$ cat src/rtl/quick_spi_pkg.sv
// quick_spi_pkg: shared state encodings and timing constants for the QuickSPI family.
package quick_spi_pkg;
    typedef enum logic {S_IDLE = 1'b0, S_SHIFT = 1'b1} state_t;
    localparam int SYNC_DEPTH     = 2;
    localparam int MIN_OVERSAMPLE = 4;
endpackage

$ cat src/rtl/quick_spi_sync_edge.sv
// quick_spi_sync_edge: 2-flop synchroniser with rise/fall detection against a third registered copy.
module quick_spi_sync_edge
    import quick_spi_pkg::*;
(
    input  logic clk,
    input  logic reset_n,
    input  logic i_pin,
    output logic o_level,
    output logic o_rise,
    output logic o_fall
);
    logic [SYNC_DEPTH-1:0] r_sync;
    logic                  r_prev;
    // Reset to low so a select already low at reset release never looks like a fresh fall.
    always_ff @(posedge clk or negedge reset_n) begin
        if (!reset_n) begin
            r_sync <= '0;
            r_prev <= 1'b0;
        end else begin
            r_sync <= {r_sync[SYNC_DEPTH-2:0], i_pin};
            r_prev <= r_sync[SYNC_DEPTH-1];
        end
    end
    assign o_level = r_sync[SYNC_DEPTH-1];
    assign o_rise  = o_level & ~r_prev;
    assign o_fall  = ~o_level & r_prev;
endmodule

$ cat src/rtl/quick_spi_slave.sv
// quick_spi_slave: oversampling SPI responder, all four CPOL/CPHA modes, ready/valid TX and pulsed RX.
// Define QUICK_SPI_SLAVE_MSB_FIRST_EN for MSB-first words; LSB first otherwise.
module quick_spi_slave
    import quick_spi_pkg::*;
#(
    parameter int WORD_WIDTH = 8
) (
    input  logic                  clk,
    input  logic                  reset_n,
    input  logic                  cpol,
    input  logic                  cpha,
    input  logic                  sclk,
    input  logic                  ss_n,
    input  logic                  mosi,
    output logic                  miso,
    output logic                  miso_oe,
    input  logic [WORD_WIDTH-1:0] tx_data,
    input  logic                  tx_valid,
    output logic                  tx_ready,
    output logic [WORD_WIDTH-1:0] rx_data,
    output logic                  rx_valid,
    output logic                  underrun,
    output logic                  busy
);
    localparam int            CW   = $clog2(WORD_WIDTH);
    localparam logic [CW-1:0] LAST = CW'(WORD_WIDTH - 1);

    state_t                r_state, w_next;
    logic                  r_cpol, r_cpha, r_buf_full, r_miso, r_rx_valid, r_underrun;
    logic [CW-1:0]         r_cnt;
    logic [WORD_WIDTH-1:0] r_rx_sh, r_tx_sh, r_buf, r_rx_data;
    logic                  w_sclk_rise, w_sclk_fall, w_ss_rise, w_ss_fall, w_mosi;
    logic                  w_unused_sclk_level, w_unused_ss_level, w_unused_mosi_rise, w_unused_mosi_fall;
    logic                  w_lead, w_trail, w_start, w_sample, w_drive, w_last, w_load, w_ld_cpha;
    logic [WORD_WIDTH-1:0] w_ld_word, w_rx_next;

    quick_spi_sync_edge u_sclk (.clk(clk), .reset_n(reset_n), .i_pin(sclk), .o_level(w_unused_sclk_level),
                                .o_rise(w_sclk_rise), .o_fall(w_sclk_fall));
    quick_spi_sync_edge u_ss   (.clk(clk), .reset_n(reset_n), .i_pin(ss_n), .o_level(w_unused_ss_level),
                                .o_rise(w_ss_rise), .o_fall(w_ss_fall));
    quick_spi_sync_edge u_mosi (.clk(clk), .reset_n(reset_n), .i_pin(mosi), .o_level(w_mosi),
                                .o_rise(w_unused_mosi_rise), .o_fall(w_unused_mosi_fall));

`ifdef QUICK_SPI_SLAVE_MSB_FIRST_EN
    function automatic logic tx_head(input logic [WORD_WIDTH-1:0] v);
        return v[WORD_WIDTH-1];
    endfunction
    function automatic logic [WORD_WIDTH-1:0] tx_shift(input logic [WORD_WIDTH-1:0] v);
        return {v[WORD_WIDTH-2:0], 1'b0};
    endfunction
    assign w_rx_next = {r_rx_sh[WORD_WIDTH-2:0], w_mosi};
`else
    function automatic logic tx_head(input logic [WORD_WIDTH-1:0] v);
        return v[0];
    endfunction
    function automatic logic [WORD_WIDTH-1:0] tx_shift(input logic [WORD_WIDTH-1:0] v);
        return {1'b0, v[WORD_WIDTH-1:1]};
    endfunction
    assign w_rx_next = {w_mosi, r_rx_sh[WORD_WIDTH-1:1]};
`endif

    assign w_lead  = r_cpol ? w_sclk_fall : w_sclk_rise;
    assign w_trail = r_cpol ? w_sclk_rise : w_sclk_fall;

    always_ff @(posedge clk or negedge reset_n) begin
        if (!reset_n) r_state <= S_IDLE;
        else          r_state <= w_next;
    end

    // With cpha=0 the word load already drove bit 0, so the trailing edge that closes a word is skipped.
    always_comb begin
        w_next   = r_state;
        w_start  = 1'b0;
        w_sample = 1'b0;
        w_drive  = 1'b0;
        if (r_state == S_IDLE) begin
            w_start = w_ss_fall;
            w_next  = w_ss_fall ? S_SHIFT : S_IDLE;
        end else begin
            w_next   = w_ss_rise ? S_IDLE : S_SHIFT;
            w_sample = !w_ss_rise && (r_cpha ? w_trail : w_lead);
            w_drive  = !w_ss_rise && (r_cpha ? w_lead : (w_trail && r_cnt != '0));
        end
    end

    assign w_last    = w_sample && (r_cnt == LAST);
    assign w_load    = w_start || w_last;
    assign w_ld_cpha = w_start ? cpha : r_cpha;
    assign w_ld_word = r_buf_full ? r_buf : '0;

    always_ff @(posedge clk or negedge reset_n) begin
        if (!reset_n) begin
            r_cpol     <= 1'b0;
            r_cpha     <= 1'b0;
            r_cnt      <= '0;
            r_rx_sh    <= '0;
            r_tx_sh    <= '0;
            r_buf      <= '0;
            r_buf_full <= 1'b0;
            r_rx_data  <= '0;
            r_rx_valid <= 1'b0;
            r_underrun <= 1'b0;
            r_miso     <= 1'b0;
        end else begin
            r_rx_valid <= w_last;
            r_underrun <= w_load && !r_buf_full;
            if (w_start) begin
                r_cpol <= cpol;
                r_cpha <= cpha;
                r_cnt  <= '0;
            end
            if (w_sample) begin
                r_rx_sh <= w_rx_next;
                r_cnt   <= w_last ? '0 : r_cnt + 1'b1;
            end
            if (w_last) r_rx_data <= w_rx_next;
            // cpha=0 puts bit 0 out at load time and keeps only the remaining bits in the shifter.
            if (w_load) begin
                r_tx_sh <= w_ld_cpha ? w_ld_word : tx_shift(w_ld_word);
                if (!w_ld_cpha) r_miso <= tx_head(w_ld_word);
            end else if (w_drive) begin
                r_miso  <= tx_head(r_tx_sh);
                r_tx_sh <= tx_shift(r_tx_sh);
            end
            if (w_load && r_buf_full) begin
                r_buf_full <= 1'b0;
            end else if (tx_valid && !r_buf_full) begin
                r_buf      <= tx_data;
                r_buf_full <= 1'b1;
            end
        end
    end

    assign miso     = r_miso;
    assign miso_oe  = (r_state == S_SHIFT);
    assign busy     = (r_state == S_SHIFT);
    assign tx_ready = !r_buf_full;
    assign rx_data  = r_rx_data;
    assign rx_valid = r_rx_valid;
    assign underrun = r_underrun;
endmodule

$ cat config.mk
export PLATFORM = sky130hd
export DESIGN_NAME = quick_spi_slave
export DESIGN_NICKNAME = d
export VERILOG_FILES = /design/src/rtl/quick_spi_pkg.sv /design/src/rtl/quick_spi_sync_edge.sv /design/src/rtl/quick_spi_slave.sv
export SDC_FILE = /design/constraint.sdc
export NUM_CORES = 1
export LEC_CHECK = 0
export BUFFER_PORTS_ARGS = -buffer_cell sky130_fd_sc_hd__buf_4
export CAP_MARGIN = 10
export CORE_AREA = 2 2 124 66
export DETAILED_ROUTE_END_ITERATION = 10
export DIE_AREA = 0 0 126 68
export PLACE_DENSITY = 0.57
export SYNTH_ARGS = -nofsm -noshare
export SYNTH_HDL_FRONTEND = slang
export SYNTH_HIERARCHICAL = 1
export SYNTH_SLANG_ARGS = --single-unit
export TNS_END_PERCENT = 50
$ cat constraint.sdc
create_clock -name clk -period 1.78 [get_ports clk]
set_input_delay 0 -clock clk [delete_from_list [all_inputs] [get_ports clk]]
set_output_delay 0 -clock clk [all_outputs]
set_load 0.02 [all_outputs]
==> impl_results.md <==
- Longest Clk Path Bufs: 2
- RSZ-0062 raised after global routing: yes
- Hold Path End: r_cpha$_DFF_PN0_
- Vias in the first global route: approximately 1300
- CP arrival: 1.94 ns
- Peak supply drop: 0.449 mV
- GRT Overall Usage: 10.4%
- Area grow syn2layout: 39.5%
- Clock Pin Slew Worst Setup and Hold Paths: ~0.07 ns
- Core ar.: ~0.0076 mm2
- CP Max Fanout: 5
- Clock Sinks: 49
- Reg2reg end: rx_data[4]$_DFFE_PN0P_
- Final hold viol count: 0
- GRT overflow: 0
- R2R setup slack: between 0.01 and 0.015 ns
- Final setup fails: 0
- Wire length per cell: 13.3 um
- Post-Route Utilization: 39.4%
- Commonest non-fill, non-tap cell in the layout: dfrtp_1
- Antenna viol nets, final: 0
- Via density per instance: between 4 and 5
- Total Wirelength: 4260 um
- Min-Delay Path Class: in2reg
- Worst Hold Launch: cpha
- Cell depth of the worst flop-to-flop path: 6
- DRC Markers: 0
- Nets: ~240
- Die area: about 0.0086 mm2
- CP Capture Type: flip-flop
- Pwr/cell area: ~1300 mW/mm2
- RR Startpoint: r_cnt[0]$_DFFE_PN0P_
- Cells after Synth: about 160
- GP Congestion: around 0.76
- CTS root buf: clkbuf_16
- Max-slew violation count: 0
- DR pass1 iterations: 4
- Crit Path Class: reg2reg
- Clock latency on the worst-skew pair: just under 0.3 ns
- Fillers: between 700 and 800
- Slew headroom: between 50 and 60%
- DR vias: around 1400
- Fmax: 565 MHz
- WP data required: between 1.5 and 2 ns
- Worst Setup Start Kind: flip-flop
- HPWL Detailed: ~2800 um
- Num rows: 23
- Largest net degree at the start of global routing: 50
- Htree depth: 2
- Status: complete, no violations
- Leakage: roughly 1.4 nW
- Num ports: 30
- Worst hold path depth: 4
- Initial Utilization: between 20% and 30%
- YS warnings: 6
- Initial antenna violation count: 0
- MaxCap Viol Count: 0
- Share of cells above drive strength 1: a little under half
- Fin worst setup slack: between 0.01 and 0.015 ns
- First-pass GRT wire length: a little under 7000 um
- Most frequent cells in the layout: dfrtp_1 (49), buf_4 (41), mux2_2 (21), dlygate4sd3_1 (13), mux2_4 (10)
- Net Count, Synth: around 180
- Tmin final: between 1.5 and 2 ns
- Die outline height: ~68 um
- TritonCTS clock tree: built
- Starting DRT DRC Count: just under 90
- Number of CTS-inserted buffers: 5
- Worst-Margin Slew: approximately 0.61 ns
- Mapped Area: ~0.0021 mm2
- Die X: about 130 um
- Period utilization: between 90 and 100%
- Syn avg cell area: between 10 and 15 um2
- Final Skew: between 0.006 and 0.007 ns
- I/O Buffers: 29
- # diodes: 0
- Dpl ws: -0.0959 ns
## flip-flops by register name, indices dropped and copies added (netlist names)
register,cells
busy,1
miso,1
r_buf,8
r_buf_full,1
r_cnt,3
r_cpha,1
r_cpol,1
r_rx_sh,7
r_tx_sh,8
rx_data,8
rx_valid,1
u_mosi/r_sync,2
u_sclk/r_prev,1
u_sclk/r_sync,2
u_ss/r_prev,1
u_ss/r_sync,2
underrun,1
## where the power goes
part           internal (mW)  switching [mW]  total (mW)
Clock                  0.521           0.411       0.933
Sequential              1.43           0.247        1.68
Combinational          0.663           0.485        1.15
Total                   2.62            1.14        3.76
## metrics by stage
step	cells	TNS, ns	power, mW	instance area, um2	hold slack [ns]
6_report	319	0	3.76	2990	0.127
3_5_place_dp	293	-0.726	2.74	2550	0.0577
4_1_cts	315	-0.0108	3.74	2890	0.130
5_1_grt	319	-0.627	4.00	2990	0.146
3_3_place_gp	293	-0.272	2.71	2550	0.0608
2_1_floorplan	159	0	2.35	2140	-0.296
## worst max-delay path by stage
stage / startpoint / endpoint / slack (ns)
after global routing: r_cnt[0]$_DFFE_PN0P_ / miso$_DFFE_PN0P_ / -0.05
after detailed placement: r_cnt[0]$_DFFE_PN0P_ / rx_data[4]$_DFFE_PN0P_ / -0.1
after CTS: r_cnt[0]$_DFFE_PN0P_ / rx_data[0]$_DFFE_PN0P_ / -0.004
after global placement: r_cnt[0]$_DFFE_PN0P_ / rx_data[1]$_DFFE_PN0P_ / -0.03
after floorplan: busy$_DFF_PN0_ / r_tx_sh[0]$_DFFE_PN0P_ / 0.04
final: r_cnt[0]$_DFFE_PN0P_ / rx_data[4]$_DFFE_PN0P_ / 0.01
## worst max-delay path, stage by stage (launching register included)
cell and delay, ns:
dfrtp_1 0.38, ha_2 0.20, ha_4 0.15, nand4b_1 0.14
mux2i_4 0.28, buf_6 0.19, mux2_4 0.30
## cell type report
class	instances	area, um2	share of cell area [%]
Timing Repair Buffer	60	541	18.1
Sequential cell	49	1230	41.0
Inverter	5	18.8	0.627
Clock inverter	2	15.0	0.502
Clock buffer	6	129	4.31
Multi-Input combinational cell	97	937	31.3
Tap cell	100	125	4.18
## metal layers
layer  GRT usage, %  share of wire, %  vias to the layer above
met5              0                 0                        -
met1           16.2                56                      688
met2           13.4                39                       29
li1               -                 -                      671
met3           2.66               3.5                        3
met4           3.71              0.89                        0
## timing repair
action / 4_1_cts / 5_1_grt
pin swaps: 1 / 1
setup buffers: 0 / 3
hold endpoints to repair: 61 / 0
resized for setup: 12 / 18
setup endpoints to repair: 14 / 17
hold buffers: 13 / 0
cloned: 1 / 1
(Power assumes the default switching activity.)
